$ cat config.mk
export PLATFORM = sky130hd
export DESIGN_NAME = lsu_stage
export DESIGN_NICKNAME = d
export VERILOG_FILES = /design/src/rtl/lsu_stage.sv
export SDC_FILE = /design/constraint.sdc
export NUM_CORES = 1
export LEC_CHECK = 0
export ABC_AREA = 1
export CORE_MARGIN = 5
export CORE_UTILIZATION = 46
export CTS_CLUSTER_SIZE = 14
export DETAILED_ROUTE_END_ITERATION = 16
export PLACE_DENSITY = 0.81
export SKIP_LAST_GASP = 1
export SLEW_MARGIN = 10
export SYNTH_ARGS = -nofsm -noshare
export SYNTH_HDL_FRONTEND = slang
export SYNTH_SLANG_ARGS = --single-unit
$ cat constraint.sdc
create_clock -name clk -period 6.5 [get_ports clk]
set_input_delay 1.95 -clock clk [delete_from_list [all_inputs] [get_ports clk]]
set_output_delay 1.95 -clock clk [all_outputs]
set_load 0.01 [all_outputs]
$ cat src/rtl/lsu_stage.sv
// Load/store stage between EX and writeback: issues one data-memory access at a time,
// forms byte enables and lane-replicated store data, and extracts/extends load results.
module lsu_stage #(
    parameter int DATA_LEN = 32
) (
    input  logic                clk,
    input  logic                rst,
    input  logic                in_valid,
    output logic                in_ready,
    input  logic                mem_ren,
    input  logic                mem_wen,
    input  logic [2:0]          funct3,
    input  logic [DATA_LEN-1:0] alu_out,
    input  logic [DATA_LEN-1:0] wdata,
    input  logic [4:0]          rd_addr,
    output logic                dmem_req,
    output logic                dmem_we,
    output logic [DATA_LEN-1:0] dmem_addr,
    output logic [3:0]          dmem_be,
    output logic [DATA_LEN-1:0] dmem_wdata,
    input  logic                dmem_gnt,
    input  logic                dmem_rvalid,
    input  logic [DATA_LEN-1:0] dmem_rdata,
    output logic                out_valid,
    output logic                out_we,
    output logic [4:0]          out_rd,
    output logic [DATA_LEN-1:0] out_data,
    output logic                out_fault
);

    typedef enum logic [1:0] {IDLE, REQ, WAIT} state_t;

    state_t              state_q, state_d;
    logic                dmem_req_q, dmem_req_d;
    logic                dmem_we_q, dmem_we_d;
    logic [DATA_LEN-1:0] dmem_addr_q, dmem_addr_d;
    logic [3:0]          dmem_be_q, dmem_be_d;
    logic [DATA_LEN-1:0] dmem_wdata_q, dmem_wdata_d;
    logic [2:0]          ld_f3_q, ld_f3_d;
    logic [1:0]          ld_off_q, ld_off_d;
    logic [4:0]          rd_q, rd_d;
    logic                out_valid_q, out_valid_d;
    logic                out_we_q, out_we_d;
    logic [4:0]          out_rd_q, out_rd_d;
    logic [DATA_LEN-1:0] out_data_q, out_data_d;
    logic                out_fault_q, out_fault_d;

    logic                accept;
    logic                is_mem;
    logic                fault;
    logic [3:0]          be_calc;
    logic [DATA_LEN-1:0] wdata_calc;
    logic [DATA_LEN-1:0] rshift;
    logic [DATA_LEN-1:0] load_data;

    assign in_ready = (state_q == IDLE);
    assign accept   = in_valid && in_ready;
    assign is_mem   = mem_ren || mem_wen;

    assign fault = (mem_ren && mem_wen)
                || (mem_ren && (funct3 == 3'd3 || funct3 == 3'd6 || funct3 == 3'd7))
                || (mem_wen && (funct3 >= 3'd3))
                || (is_mem && funct3[1:0] == 2'd1 && alu_out[0])
                || (is_mem && funct3[1:0] == 2'd2 && alu_out[1:0] != 2'b00);

    always_comb begin
        be_calc    = 4'b1111;
        wdata_calc = wdata;
        if (mem_wen) begin
            case (funct3[1:0])
                2'd0: begin
                    be_calc    = 4'b0001 << alu_out[1:0];
                    wdata_calc = DATA_LEN'({4{wdata[7:0]}});
                end
                2'd1: begin
                    be_calc    = 4'b0011 << alu_out[1:0];
                    wdata_calc = DATA_LEN'({2{wdata[15:0]}});
                end
                default: begin
                    be_calc    = 4'b1111;
                    wdata_calc = wdata;
                end
            endcase
        end
    end

    // Move the addressed lane down to bit 0, then size/extend by the latched funct3.
    assign rshift = dmem_rdata >> {ld_off_q, 3'b000};

    always_comb begin
        case (ld_f3_q)
            3'd0:    load_data = {{(DATA_LEN-8){rshift[7]}}, rshift[7:0]};
            3'd1:    load_data = {{(DATA_LEN-16){rshift[15]}}, rshift[15:0]};
            3'd4:    load_data = {{(DATA_LEN-8){1'b0}}, rshift[7:0]};
            3'd5:    load_data = {{(DATA_LEN-16){1'b0}}, rshift[15:0]};
            default: load_data = dmem_rdata;
        endcase
    end

    always_comb begin
        state_d      = state_q;
        dmem_req_d   = dmem_req_q;
        dmem_we_d    = dmem_we_q;
        dmem_addr_d  = dmem_addr_q;
        dmem_be_d    = dmem_be_q;
        dmem_wdata_d = dmem_wdata_q;
        ld_f3_d      = ld_f3_q;
        ld_off_d     = ld_off_q;
        rd_d         = rd_q;
        out_valid_d  = 1'b0;
        out_we_d     = 1'b0;
        out_fault_d  = 1'b0;
        out_rd_d     = out_rd_q;
        out_data_d   = out_data_q;
        case (state_q)
            IDLE: begin
                if (accept) begin
                    if (!is_mem) begin
                        out_valid_d = 1'b1;
                        out_we_d    = 1'b1;
                        out_rd_d    = rd_addr;
                        out_data_d  = alu_out;
                    end else if (fault) begin
                        out_valid_d = 1'b1;
                        out_fault_d = 1'b1;
                        out_rd_d    = rd_addr;
                        out_data_d  = '0;
                    end else begin
                        state_d      = REQ;
                        dmem_req_d   = 1'b1;
                        dmem_we_d    = mem_wen;
                        dmem_addr_d  = {alu_out[DATA_LEN-1:2], 2'b00};
                        dmem_be_d    = be_calc;
                        dmem_wdata_d = wdata_calc;
                        ld_f3_d      = funct3;
                        ld_off_d     = alu_out[1:0];
                        rd_d         = rd_addr;
                    end
                end
            end
            REQ: begin
                if (dmem_gnt) begin
                    dmem_req_d = 1'b0;
                    if (dmem_we_q) begin
                        state_d     = IDLE;
                        out_valid_d = 1'b1;
                        out_rd_d    = rd_q;
                        out_data_d  = '0;
                    end else begin
                        state_d = WAIT;
                    end
                end
            end
            WAIT: begin
                if (dmem_rvalid) begin
                    state_d     = IDLE;
                    out_valid_d = 1'b1;
                    out_we_d    = 1'b1;
                    out_rd_d    = rd_q;
                    out_data_d  = load_data;
                end
            end
            default: state_d = IDLE;
        endcase
    end

    always_ff @(posedge clk or posedge rst) begin
        if (rst) begin
            state_q      <= IDLE;
            dmem_req_q   <= 1'b0;
            dmem_we_q    <= 1'b0;
            dmem_addr_q  <= '0;
            dmem_be_q    <= 4'b0000;
            dmem_wdata_q <= '0;
            ld_f3_q      <= 3'd0;
            ld_off_q     <= 2'd0;
            rd_q         <= 5'd0;
            out_valid_q  <= 1'b0;
            out_we_q     <= 1'b0;
            out_rd_q     <= 5'd0;
            out_data_q   <= '0;
            out_fault_q  <= 1'b0;
        end else begin
            state_q      <= state_d;
            dmem_req_q   <= dmem_req_d;
            dmem_we_q    <= dmem_we_d;
            dmem_addr_q  <= dmem_addr_d;
            dmem_be_q    <= dmem_be_d;
            dmem_wdata_q <= dmem_wdata_d;
            ld_f3_q      <= ld_f3_d;
            ld_off_q     <= ld_off_d;
            rd_q         <= rd_d;
            out_valid_q  <= out_valid_d;
            out_we_q     <= out_we_d;
            out_rd_q     <= out_rd_d;
            out_data_q   <= out_data_d;
            out_fault_q  <= out_fault_d;
        end
    end

    assign dmem_req   = dmem_req_q;
    assign dmem_we    = dmem_we_q;
    assign dmem_addr  = dmem_addr_q;
    assign dmem_be    = dmem_be_q;
    assign dmem_wdata = dmem_wdata_q;
    assign out_valid  = out_valid_q;
    assign out_we     = out_we_q;
    assign out_rd     = out_rd_q;
    assign out_data   = out_data_q;
    assign out_fault  = out_fault_q;

endmodule

# Word-level counts from Yosys, hierarchy flattened

Cells that the tools add are included.

Add/sub/neg operators: 0
Multiply operators: 0
Divide/modulo/power cells: 0
Magnitude comparators: 1
Eq/ne operators: 17
Shift-type cells: 3
Mux-type cells: 44
Bitwise operators: 1
Reductions and logical operators: 25

Operators by type and width:

| operator           | number |
|---|---|
| $mux 32            | 7 |
| $pmux 32 s4        | 1 |
| $pmux 32 s3        | 1 |
| $pmux 32 s2        | 1 |
| $shr 32x5->16      | 1 |
| $mux 5             | 6 |
| $mux 1             | 15 |
| $pmux 5 s3         | 1 |
| $eq 3x3->1 const B | 4 |
| $mux 2             | 6 |
| $reduce_and 5->1   | 2 |
| $logic_and 1x1->1  | 8 |
| $ne 2x2->1 const B | 4 |
| $pmux 4 s2         | 1 |
| $logic_or 1x1->1   | 7 |
| $pmux 2 s3         | 1 |
| $reduce_and 6->1   | 1 |
| $eq 2x1->1 const B | 2 |
| $eq 2x2->1 const B | 2 |
| $logic_not 2->1    | 2 |
| $mux 4             | 1 |
| $ne 2x1->1 const B | 2 |
| $pmux 1 s2         | 2 |
| $reduce_and 4->1   | 1 |
| 11 further kinds   | 12 |

Flip-flop bits (word level): 120
Bits in latches: 0
Bits in writable memories: 0
Memory bits (read-only): 0
Output and inout bits: 111
Word-level logic and storage cells: 105
Memories: 0

# Depth between registers and ports, before layout

Word-level depth: 12
Mapped depth: 12

# Worst setup path before layout

Ideal clock, no wire load.

Path type: in2reg
From: input mem_wen
To: register dmem_be_q[1], in the netlist dmem_be[1]
Library setup time: 0.124 ns
Arrival time: 3.017 ns
Data required time: 6.376 ns
Path slack: 3.359 ns
Stages on the path: 10
Path buffers: 2
Cell sequence: buf_2 nor2_1 nor2_1 nand2_2 nand4_2 nor2_4 inv_2 buf_2 nand2_1 o21ai_1

Longest elaborated chain between the ends: 7
Elaborated cells between the ends (all ways): 14
Those cells by class: mux (1); bitwise (1); reduce/logical (12)

Ends and longest elaborated chain:

| element                                               | line   | text |
|---|---|---|
| start: declaration                                    | 11     | `input logic mem_wen,` |
| $logic_and 1x1->1 or $logic_or 1x1->1 (tied branches) | 60, 58 |  |
| $logic_or 1x1->1 or $logic_and 1x1->1 (tied branches) | 61, 63 |  |
| $logic_or 1x1->1 or $logic_and 1x1->1 (tied branches) | 62, 63 |  |
| $logic_or 1x1->1                                      | 63     | `\|\| (is_mem && funct3[1:0] == 2'd1 && alu_out[0])` |
| $logic_or 1x1->1                                      | 64     | `\|\| (is_mem && funct3[1:0] == 2'd2 && alu_out[1:0] != 2'b00);` |
| $not 1->1 (no source line)                            | --     |  |
| $reduce_and 4->1 (no source line)                     | --     |  |
| end signal: assignment                                | 188    | `dmem_be_q <= dmem_be_d;` |
| end: declaration                                      | 37     | `logic [3:0] dmem_be_q, dmem_be_d;` |

Parallel ways exist; a longest one is shown, timed or not.
A chain may end at the register's enable or synchronous reset.

# Worst setup path in the final report

From: input mem_wen
To: register out_data_q[26], in the netlist out_data[26]

Longest elaborated chain between the ends: 7
Elaborated cells between the ends (all ways): 16
Those cells by class: eq/ne (1); mux (3); reduce/logical (12)

Ends and longest elaborated chain:

| element                                               | line   | text |
|---|---|---|
| $logic_and 1x1->1 or $logic_or 1x1->1 (tied branches) | 60, 58 |  |
| $logic_or 1x1->1 or $logic_and 1x1->1 (tied branches) | 61, 63 |  |
| $logic_or 1x1->1 or $logic_and 1x1->1 (tied branches) | 62, 63 |  |
| $logic_or 1x1->1                                      | 63     |  |
| $logic_or 1x1->1                                      | 64     |  |
| $ne 3x2->1 (no source line)                           | --     |  |
| $reduce_and 6->1 (no source line)                     | --     |  |
| end signal: assignment                                | 196    | `out_data_q <= out_data_d;` |
| end: declaration                                      | 45     | `logic [DATA_LEN-1:0] out_data_q, out_data_d;` |

Parallel ways exist; a longest one is shown, timed or not. The select of a mux whose other input is x is not followed.

==> results.ini <==
[routing]
vias=6661
ant_nets=0
drt_wl_total_mm=20.8
wl_per_cell_um=16.3
dr.pass1.iters=5
drt_iter0_drc=655
drc_errors=0
avgViaCountPerCell=5.20

[timing]
max_slew_margin=0.262
period_minus_slack_ns=4.44
rsz0062_at_grt=false
setup_violations=0
max_clock_freq_mhz=225
skew_ns=0.00367
fin_crit_sh=0.683
hold_viol_final=0
setup_tns_ns=0
drv_slew=0
worstMarginPinSlew_ns=1.10

[floorplan]
dieArea_mm2=0.0161
core_area_mm2=0.0133
io_pins=222
die-height_um=127
die_w_um=127
start_util=0.471
rows=42

[synth]
ys.warnings.count=0
netlist_area_mm2=0.00626
yosysUniqueCellTypes=31
synth-seq-cells=120
synth_cells=892
ys_seq_area_frac=0.479
synth.avg_cell_area_um2=7.02

[critical_path]
crit_type=primary input to register
worst_path_most_repeated_cell=nand2_1
slowest_stage=clkdlybuf4s50_1
path_buf_inv=3
crit_family=buffers and inverters
crit_path_max_incr_delay_ns=0.76
path_max_fanout=50
crit_required_ns=6.85
cp.arrival_ns=4.79
cp-end-kind=register
r2r_slack_ns=3.66
startpoint_type=primary input
path_cells=clkdlybuf4s50_1 > inv_2 > nand2_1 > nand3_1 > and2_1 > nand3b_1 > nand2_2 > inv_2 > nand2_1 > nand2_1

[global_route]
grt_pass1_wl_mm=33.0
grt_usage=0.261
grt_overflow=0
grt_start_max_net_pins=64
grt_pass1_vias=6374
antenna_found_initial=0

[cells_and_area]
stdcell_count=1280
area_growth_pct=45.6
layout-drive-gt1-share=0.0453
nets=1207

[power_and_ir_drop]
power_leakage_nw=4.60
swShare=0.372
p_int_mw=2.65
power_per_cell_area_mw_per_mm2=463
pwr-share-seq=0.322
combPwrFrac=0.443
switchingPower_mw=1.57
pwr-share-clk=0.235
worst_ir_drop_vdd_uv=264

[place]
port_buffers=219
place_inst=1249
gp_congestion=0.903
place_hpwl_mm=14.9

[cts]
clockRootBuffer=clkbuf_16
cts_tree=built
cts.sink_count=120
ctsHoldBuffers=0
htree_num_levels=4
clock_latency_ns=0.41
cts-resized-gates=0
clk_pin_slew_ns=0.05
cts_setup_buffers=0
cts_buffers=17
clock_path_buffers=2

[status]
status=finished, final reports clean

[run]
cap_violations=0

[min_path]
min_path_type=register to register

cell families (layout without fill, tap and decap cells):
kind of cell               after synthesis  in the layout  share of synthesized area
AOI/OAI and AO/OA                      111            111                     0.0933
adders and majority gates                4              4                    0.00799
buffers and inverters                   99            309                     0.0687
DFF                                    120            120                      0.479
other                                    1              3                   0.000599
and+or+nand+nor                        557            557                      0.350
synthesized netlist by cell type (all sizes together):
master,n,area share
a21boi,6,0.0072
a21oi,28,0.022
a22oi,1,0.0012
a31oi,1,0.0010
and2,1,0.0010
buf,30,0.027
clkbuf,15,0.0090
clkinv,3,0.0018
conb,1,0.00060
dfrtp,120,0.48
ha,4,0.0080
inv,51,0.031
nand2,448,0.27
nand3,40,0.034
nand3b,1,0.0012
nand4,3,0.0040
nor2,60,0.038
nor3,3,0.0024
o21ai,67,0.054
o22ai,8,0.0080
or2,1,0.0010
sequential cells by signal, indices dropped and copies added, names as in the netlist:
register and cells:
out_data 32, dmem_be 4, ld_off_q 2, dmem_wdata 32, dmem_addr 30, out_we 1
dmem_we 1, out_fault 1, rd_q 5, out_valid 1, dmem_req 1, out_rd 5
ld_f3_q 3, state_q 2
worst min-delay path, stage by stage, from the launching register on:
cell and delay (ns):
dfrtp_1 0.34, nand2_1 0.05, nand2_1 0.04
layer usage:
layer / vias up / part of all wire / track usage
met5: - / 0 / 0
met2: 362 / 0.46 / 0.410
met1: 3076 / 0.40 / 0.330
met4: 0 / 0.030 / 0.103
li1: 3176 / - / -
met3: 47 / 0.11 / 0.0933
worst paths after layout:
| kind | start | endpoint | depth (start not counted) |
|---|---|---|---|
| setup / recovery | mem_wen | out_data[26] | 10 |
| max in group asynchronous | rst | out_data[10] | 3 |
| hold / removal | dmem_addr[20] | dmem_addr[20] | 2 |
| setup reg to reg | ld_f3_q[1] | out_data[2] | 5 |
| min in group asynchronous | rst | dmem_wdata[17] | 2 |
| hold reg to reg | dmem_addr[20] | dmem_addr[20] | 2 |
cell usage in the layout (no fill, tap or decap), drive strengths merged:
| cell | n |
|---|---|
| inv | 51 |
| a21boi | 6 |
| a22oi | 1 |
| a21oi | 28 |
| clkinvlp | 1 |
| nand3b | 1 |
| and2 | 1 |
| o21ai | 67 |
| clkbuf | 21 |
| nor3 | 3 |
| diode | 1 |
| nand3 | 40 |
| o22ai | 8 |
| ha | 4 |
| or2 | 1 |
| dfrtp | 120 |
| clkinv | 7 |
| nand2 | 448 |
| a31oi | 1 |
| bufinv | 4 |
| conb | 2 |
| nand4 | 3 |
| buf | 6 |
| clkdlybuf4s50 | 219 |
| nor2 | 60 |
area by class of cell:
class	count	area, um^2
inverter	54	205
sequential	120	3000
antenna	1	2.50
tap	176	220
clock buffer	21	470
timing repair buffer	225	2240
multi-input combinational	674	2840
clock inverter	9	148
fill	1129	4170
through the flow:
stage / hold slack (ns) / util / power (mW) / worst slack [ns] / area, um^2
2_1_floorplan: 0.454 / - / 2.28 / 1.36 / 6270
3_3_place_gp: 0.453 / 0.639 / 3.19 / 1.72 / 8500
6_report: 0.467 / 0.686 / 4.22 / 2.06 / 9120
5_1_grt: 0.484 / 0.686 / 4.51 / 1.80 / 9120
3_5_place_dp: 0.458 / 0.639 / 3.23 / 1.63 / 8500
4_1_cts: 0.471 / 0.686 / 4.24 / 2.06 / 9120
power by group through the flow:
stage                     Combinational [mW]  Sequential [mW]  Clock, mW
after CTS                               1.88             1.36       1.00
final                                   1.87             1.36      0.992
after floorplan                        0.831             1.44          0
after global placement                  1.84             1.35          0
after detailed placement                1.87             1.36          0
after global routing                    2.05             1.41       1.04
(Power assumes the default switching activity.)
